==> config.mk <==
export PLATFORM = sky130hd
export DESIGN_NAME = uart_tx_fifo
export DESIGN_NICKNAME = d
export VERILOG_FILES = /design/src/rtl/uart_tx_fifo.sv
export SDC_FILE = /design/constraint.sdc
export NUM_CORES = 1
export LEC_CHECK = 0
export ABC_AREA = 1
export CAP_MARGIN = 20
export CORE_MARGIN = 1
export CORE_UTILIZATION = 60
export CTS_BUF_LIST = sky130_fd_sc_hd__clkbuf_2 sky130_fd_sc_hd__clkbuf_4 sky130_fd_sc_hd__clkbuf_8
export DETAILED_ROUTE_END_ITERATION = 8
export PLACE_DENSITY = 0.83
export SLEW_MARGIN = 20
export SYNTH_ARGS = -nofsm -noshare
export SYNTH_HDL_FRONTEND = slang
export SYNTH_SLANG_ARGS = --single-unit
export TNS_END_PERCENT = 30
==> constraint.sdc <==
create_clock -name sysclk -period 3.2 [get_ports sysclk]
set_input_delay 0.64 -clock sysclk [delete_from_list [all_inputs] [get_ports sysclk]]
set_output_delay 0.64 -clock sysclk [all_outputs]
set_load 0.05 [all_outputs]
==> src/rtl/uart_tx_fifo.sv <==
`default_nettype none
// ============================================================================
// Module  : uart_tx_fifo
// Brief   : Byte-wide UART transmitter (8N1, LSB first, idle high) fed by a
//           small input FIFO. Define UART_PARITY_EN to add an even-parity bit.
// Revision: 1.0 - initial release
// ============================================================================
module uart_tx_fifo #(
  parameter int CLK_FREQ   = 100_000_000,
  parameter int BAUD       = 9600,
  parameter int FIFO_DEPTH = 4
) (
  input  logic                          sysclk,
  input  logic                          reset,
  input  logic [7:0]                    tx_data,
  input  logic                          tx_valid,
  output logic                          tx_ready,
  output logic                          UART_TX,
  output logic                          tx_busy,
  output logic [$clog2(FIFO_DEPTH):0]   fifo_count
);

  localparam int BAUD_DIV = CLK_FREQ / BAUD;
  localparam int CW       = (BAUD_DIV > 1) ? $clog2(BAUD_DIV) : 1;
  localparam int AW       = $clog2(FIFO_DEPTH);
  localparam int NW       = AW + 1;
  localparam logic [CW-1:0] C_CNT_LAST = CW'(BAUD_DIV - 1);
  localparam logic [NW-1:0] C_FULL     = NW'(FIFO_DEPTH);

  typedef enum logic [2:0] {
    S_IDLE   = 3'd0,
    S_START  = 3'd1,
    S_DATA   = 3'd2,
    S_PARITY = 3'd3,
    S_STOP   = 3'd4
  } state_t;

  logic [7:0]    r_mem [FIFO_DEPTH];
  logic [AW-1:0] r_wr_ptr;
  logic [AW-1:0] r_rd_ptr;
  logic [NW-1:0] r_count;

  state_t        r_state;
  logic [CW-1:0] r_cnt;
  logic [2:0]    r_bit_idx;
  logic [7:0]    r_shift;
  logic          r_tx;
`ifdef UART_PARITY_EN
  logic          r_par;
`endif

  logic       w_ready;
  logic       w_nonempty;
  logic       w_cnt_end;
  logic       w_push;
  logic       w_pop;
  logic [7:0] w_head;
  logic       w_line;

  assign w_ready    = (r_count != C_FULL);
  assign w_nonempty = (r_count != '0);
  assign w_cnt_end  = (r_cnt == C_CNT_LAST);
  assign w_push     = tx_valid && w_ready;
  // Pop on entry from IDLE, or at the last stop-bit cycle for gapless frames.
  assign w_pop      = w_nonempty &&
                      ((r_state == S_IDLE) || ((r_state == S_STOP) && w_cnt_end));
  assign w_head     = r_mem[r_rd_ptr];

  always_comb begin
    w_line = 1'b1;
    case (r_state)
      S_START: w_line = 1'b0;
      S_DATA:  w_line = r_shift[0];
`ifdef UART_PARITY_EN
      S_PARITY: w_line = r_par;
`endif
      default: w_line = 1'b1;
    endcase
  end

  always_ff @(posedge sysclk) begin
    if (reset) begin
      r_wr_ptr <= '0;
      r_rd_ptr <= '0;
      r_count  <= '0;
    end else begin
      if (w_push) r_wr_ptr <= r_wr_ptr + AW'(1);
      if (w_pop)  r_rd_ptr <= r_rd_ptr + AW'(1);
      case ({w_push, w_pop})
        2'b10:   r_count <= r_count + NW'(1);
        2'b01:   r_count <= r_count - NW'(1);
        default: r_count <= r_count;
      endcase
    end
  end

  always_ff @(posedge sysclk) begin
    if (w_push) r_mem[r_wr_ptr] <= tx_data;
  end

  // The line register follows the current state, so it trails state by a cycle.
  always_ff @(posedge sysclk) begin
    if (reset) begin
      r_state   <= S_IDLE;
      r_cnt     <= '0;
      r_bit_idx <= '0;
      r_shift   <= '0;
      r_tx      <= 1'b1;
`ifdef UART_PARITY_EN
      r_par     <= 1'b0;
`endif
    end else begin
      r_tx <= w_line;
      case (r_state)
        S_IDLE: begin
          if (w_pop) begin
            r_shift   <= w_head;
            r_bit_idx <= '0;
            r_cnt     <= '0;
`ifdef UART_PARITY_EN
            r_par     <= ^w_head;
`endif
            r_state   <= S_START;
          end
        end
        S_START: begin
          if (w_cnt_end) begin
            r_cnt   <= '0;
            r_state <= S_DATA;
          end else begin
            r_cnt <= r_cnt + CW'(1);
          end
        end
        S_DATA: begin
          if (w_cnt_end) begin
            r_cnt   <= '0;
            r_shift <= r_shift >> 1;
            if (r_bit_idx == 3'd7) begin
`ifdef UART_PARITY_EN
              r_state <= S_PARITY;
`else
              r_state <= S_STOP;
`endif
            end else begin
              r_bit_idx <= r_bit_idx + 3'd1;
            end
          end else begin
            r_cnt <= r_cnt + CW'(1);
          end
        end
`ifdef UART_PARITY_EN
        S_PARITY: begin
          if (w_cnt_end) begin
            r_cnt   <= '0;
            r_state <= S_STOP;
          end else begin
            r_cnt <= r_cnt + CW'(1);
          end
        end
`endif
        S_STOP: begin
          if (w_cnt_end) begin
            r_cnt <= '0;
            if (w_pop) begin
              r_shift   <= w_head;
              r_bit_idx <= '0;
`ifdef UART_PARITY_EN
              r_par     <= ^w_head;
`endif
              r_state   <= S_START;
            end else begin
              r_state <= S_IDLE;
            end
          end else begin
            r_cnt <= r_cnt + CW'(1);
          end
        end
        default: r_state <= S_IDLE;
      endcase
    end
  end

  assign UART_TX    = r_tx;
  assign tx_ready   = w_ready;
  assign tx_busy    = (r_state != S_IDLE) || w_nonempty;
  assign fifo_count = r_count;

endmodule
`default_nettype wire
; Yosys cells after proc, flatten, opt, wreduce, memory -nomap -nowiden
; Memory sizes are Yosys's and may differ from the RTL's. A register that Yosys moved wholly into a read port is not among the register bits.
; Index checks and enable logic that the tools add are counted.
; Widths: inputs -> output; s select.
[word_totals]
output_inout_bits = 6
ramBits = 32
n_memories = 1
regBits = 36
[op_classes]
addsub = 6
n_eq_ne = 14
n_mux = 25
n_reduce_logical = 16
[memory_table]
columns = memory, depth, word_bits, read_ports, rd_clocked_by_memory_dff, write_ports, line_no
row1 = r_mem, 4, 8, 1, 1, 1, 38  ; logic [7:0] r_mem [FIFO_DEPTH];
[ops]
columns = op, n
row1 = $mux 14, 2
row2 = $pmux 14 s2, 1
row3 = $mux 3, 9
row4 = $mux 8, 3
row5 = $pmux 8 s3, 1
row6 = $add 14x1->14 const B, 1
row7 = $eq 14x14->1 const B, 1
row8 = $ne 2x2->1 const B, 6
row9 = $pmux 3 s4, 1
row10 = $pmux 3 s3, 1
row11 = $reduce_bool 3->1, 3
row12 = $add 3x1->3 const B, 2
row13 = $eq 3x3->1 const B, 2
row14 = $pmux 3 s2, 1
row15 = $reduce_and 5->1, 1
row16 = $add 2x1->2 const B, 2
row17 = $mux 2, 2
row18 = $reduce_and 4->1, 1
row19 = $reduce_bool 2->1, 2
row20 = $eq 3x1->1 const B, 1
row21 = $eq 3x2->1 const B, 1
row22 = $logic_and 1x1->1, 3
row23 = $logic_not 3->1, 1
row24 = $mux 1, 3
row25 = other kinds (9), 10

; Depth between registers and ports, before layout
[logic_depth]
depth_word = 7
mapped_depth = 15

; Worst setup path before layout
; OpenSTA, ideal clock, no wires.
[synth_timing]
path_kind = register -> register
from = register r_count[2] (netlist: fifo_count[2])
to = register r_count[2] (netlist: fifo_count[2])
path_slack_ns = 0.489
arrival_time_ns = 2.589
stages_incl_launch_ff = 10
required_ns = 3.078
setup_time_ns = 0.122
path_cell_list = dfxtp_1 > nand3_1 > nand2_1 > ha_1 > inv_1 > fa_1 > a21oi_1 > o21ai_0 > o21ai_0 > a21oi_1
[synth_via]
elab_chain_cells = 4
elab_cells_between_ends = 10
classes_between = add/sub (2) / eq/ne (3) / mux (1) / reduce/logical (4)
[synth_lines]
columns = item, line_no
row1 = start: declaration, 41  ; logic [NW-1:0] r_count;
row2 = start signal: assignment, 90  ; 2'b10: r_count <= r_count + NW'(1);
row3 = start signal: assignment, 91  ; 2'b01: r_count <= r_count - NW'(1);
row4 = start signal: assignment, 92  ; default: r_count <= r_count;
row5 = $ne 3x3->1 *, 60  ; assign w_ready = (r_count != C_FULL);
row6 = named net tx_ready, 17  ; output logic tx_ready,
row7 = $logic_and 1x1->1 *, 63  ; assign w_push = tx_valid && w_ready;
row8 = $eq 2x1->1 or $eq 2x2->1 (tied branches), 89  ; case ({w_push, w_pop})
row9 = $pmux 3 s2 or $reduce_bool 2->1 (tied branches), --
; Mark *: on every way through the listed nets, which the timed path passes. The rest lies on a longest branch.
; A chain may end at the register's enable or synchronous reset.

; Worst setup path in the final report
[layout_timing]
from = register r_count[2] (netlist: fifo_count[2])
to = output tx_busy
[layout_via]
elab_chain_cells = 2
[layout_lines]
columns = item, line_no
row1 = $reduce_bool 3->1, 61  ; assign w_nonempty = (r_count != '0);
row2 = $logic_or 1x1->1, 185  ; assign tx_busy = (r_state != S_IDLE) || w_nonempty;
row3 = end: declaration, 19  ; output logic tx_busy,
; Every way passes these cells.

==> run_results.csv <==
group,metric,value,unit
timing,worstMarginPinSlew,0.764,ns
grt,antenna_found_initial,0,
cts,cts_buffer_depth,2,
cts,hold_buffers,0,
cts,tritoncts,"done",
final_layout,stdcell_count,476,
timing,finalHoldViolCount,0,
placement,numPortBuffers,16,
synthesis,syn_area,3270,um^2
placement,place.gp.congestion,0.874,
timing,rsz0062_at_grt,"no",
setup_path,worst_ep_arrival_time,2.02,ns
timing,max_freq,376,MHz
final_layout,drive_above_1_share,9.36,%
setup_path,slowest_stage,"clkdlybuf4s50_1",
setup_path,path_buf_inv,1,
routing,wl,6.31,mm
power_and_ir_drop,power_density,864,nW/um^2
cts,post_cts_resized,0,
placement,dpl.cell_count,460,
synthesis,synth_seq_cells,70,
routing,drtIter0Drc,210,
grt,grt_remaining_overflow,0,
status,outcome,"finished, final reports clean",
cts,post_cts_buffers,0,
cts,clkTransAtPathRegs,0.08,ns
routing,num_vias,2525,
floorplanning,rows,26,
floorplanning,core_area,5170,um^2
final_layout,syn2layout_area_growth,11.9,%
routing,drc_errors,0,
power_and_ir_drop,power.leakage,1.37,nW
synthesis,syn_inst,382,
cts,numCtsBuffers,9,
routing,viasPerCell,5.30,
cts,clk_latency,0.36,ns
final_layout,nFillCells,388,
timing,fin_crit_sh,83.1,%
setup_path,cp-start-kind,"flop",
timing,min_period,2.66,ns
synthesis,async_flop_share,0,%
synthesis,synth_edf_count,32,
cts,cts-root-buf,"clkbuf_8",
floorplanning,die_y,75.9,um
final_layout,nets,421,
synthesis,yosys.cell_types.count,30,
synthesis,seq_area_frac_synth,52.6,%
placement,postPlaceCellArea,3480,um^2
grt,grt_pass1_wl,10.2,mm
final_layout,seqCellArea,1720,um^2
floorplanning,initial_utilization,63.3,%
floorplanning,dieArea,5750,um^2
setup_path,critPathMaxFanout,5,
floorplanning,ios,17,
setup_path,crit_required,2.56,ns
routing,avgRoutedWirePerCell,13.3,um
setup_path,crit_chain,"nor3_2 > nand3_2 > clkdlybuf4s50_1",
synthesis,synth.avg_cell_area,8.57,um^2
grt,grt_usage,24.6,%
cts,htreeDepth,3,
synthesis,synth_nets,402,
setup_path,rrSetupSlack,0.67,ns
placement,post-dp-hpwl,4.44,mm
final_layout,multi_input_comb_area,1320,um^2
synthesis,yosys_warnings,0,
timing,fin_skew,0.0135,ns
setup_path,critPathMaxStageDelay,0.76,ns
flow_run,cap_violations,0,
final_layout,final_util,70.8,%
final_layout,antennaDiodeCount,0,
setup_path,crit_family,"buffers and inverters",
final_layout,fin_area,3660,um^2
power_and_ir_drop,power,3.16,mW
setup_path,cp-end-kind,"output pin",
grt,grt_max_degree,19,
setup_path,crit_type,"reg -> out",
worst_hold_path,min_path_type,"reg -> reg",
power_and_ir_drop,peakVddDrop,0.631,mV
timing,final.setup.tns,0,ns
timing,slew_violations,0,
timing,finalSetupViolCount,0,
synthesis,yosys_most_used_dff,"dfxtp_1",
floorplanning,die_w,75.9,um
cts,numClockSinks,70,
routing,drt-pass1-iter-count,4,
timing,max_slew_margin,48.9,%
routing,postRouteAntennaNets,0,
grt,grt_pass1_vias,2279,
tightest hold or removal path, cell delays in order (launching register included):
cell     delay [ns]
dfxtp_1        0.31
inv_1          0.05
a21oi_1        0.06
layer usage:
metal  up-vias  part of all wire [%]  global-route usage (%)
li1       1294                     -                       -
met1      1159                    46                    33.4
met2        65                    46                    37.4
met3         7                   5.9                    5.95
met4         0                   1.3                    11.3
met5         -                     0                       0
power by group:
group          total, mW  leakage (nW)  internal, mW  switching (mW)
registers           1.20         0.604          1.08           0.114
clock network      0.675        0.0927         0.297           0.378
logic               1.29         0.678         0.410           0.884
layout by cell type (no fill, tap or decap), drive strengths merged, types with 2 or more instances in the layout:
cell | Yosys | final
ha | 8 | 8
mux2i | 7 | 7
edfxtp | 32 | 32
nand2 | 59 | 59
o21ai | 41 | 41
nand3 | 23 | 23
xor2 | 2 | 2
nand4 | 3 | 3
clkinv | 0 | 2
clkdlybuf4s50 | 0 | 16
buf | 8 | 2
nor2 | 75 | 75
a21oi | 30 | 30
inv | 46 | 50
clkbuf | 2 | 9
dfxtp | 38 | 38
nor3 | 6 | 6
stage by stage:
step                hold slack, ns  setup slack, ns
detailed placement           0.447            0.684
finish                       0.464            0.542
global route                 0.497            0.328
floorplan                    0.430            0.489
CTS                          0.465            0.537
global placement             0.447            0.788
flip-flops by register name, summed over array words and instances (netlist names), named ones only:
register,flops
r_rd_ptr,2
r_mem,32
r_bit_idx,3
r_wr_ptr,2
fifo_count,3
r_state,3
UART_TX,1
r_shift,8
r_cnt,14
kinds of logic (layout without fill, tap and decap cells):
family                     after synthesis  count (layout)  share of synthesized area (%)
AOI/OAI and AO/OA                       72              72                           11.8
adders and majority gates                9               9                           3.67
xor gates and xnor gates                 2               2                          0.535
DFF                                     70              70                           52.6
buffers and inverters                   56              80                           7.15
muxes                                    7               7                           2.14
and+or+nand+nor                        166             166                           22.1
path summary, 6_finish.rpt:
path	endpoint	cells after the start	startpoint
setup / recovery	tx_busy	3	fifo_count[2]
hold / removal	r_rd_ptr[1]	2	r_rd_ptr[1]
setup reg to reg	fifo_count[2]	14	r_cnt[0]
hold reg to reg	r_rd_ptr[1]	2	r_rd_ptr[1]
cell type report:
class                           count  share of cell area (%)
Clock inverter                      7                    1.71
Inverter                           46                    4.78
Sequential cell                    70                    47.0
Multi-Input combinational cell    256                    36.0
Tap cell                           70                    2.39
Timing Repair Buffer               18                    4.78
Clock buffer                        9                    3.38
synth_stat cells (2+ instances only):
| master | n | area [um^2] |
|---|---|---|
| mux2i_1 | 7 | 70.1 |
| o21ai_0 | 33 | 165 |
| nand4_1 | 3 | 18.8 |
| nand2_4 | 3 | 33.8 |
| nand3_2 | 2 | 20.0 |
| a21oi_2 | 2 | 17.5 |
| dfxtp_1 | 38 | 761 |
| buf_4 | 2 | 15.0 |
| nand2_2 | 5 | 31.3 |
| nand2_1 | 51 | 191 |
| nor3_1 | 5 | 25.0 |
| inv_2 | 3 | 11.3 |
| inv_1 | 42 | 158 |
| edfxtp_1 | 32 | 961 |
| clkbuf_1 | 2 | 7.51 |
| ha_1 | 8 | 100 |
| nor2_1 | 74 | 278 |
| xor2_1 | 2 | 17.5 |
| buf_2 | 5 | 25.0 |
| o21ai_1 | 7 | 35.0 |
| a21oi_1 | 27 | 135 |
| nand3_1 | 21 | 105 |
Power figures use the tool's default switching activity.
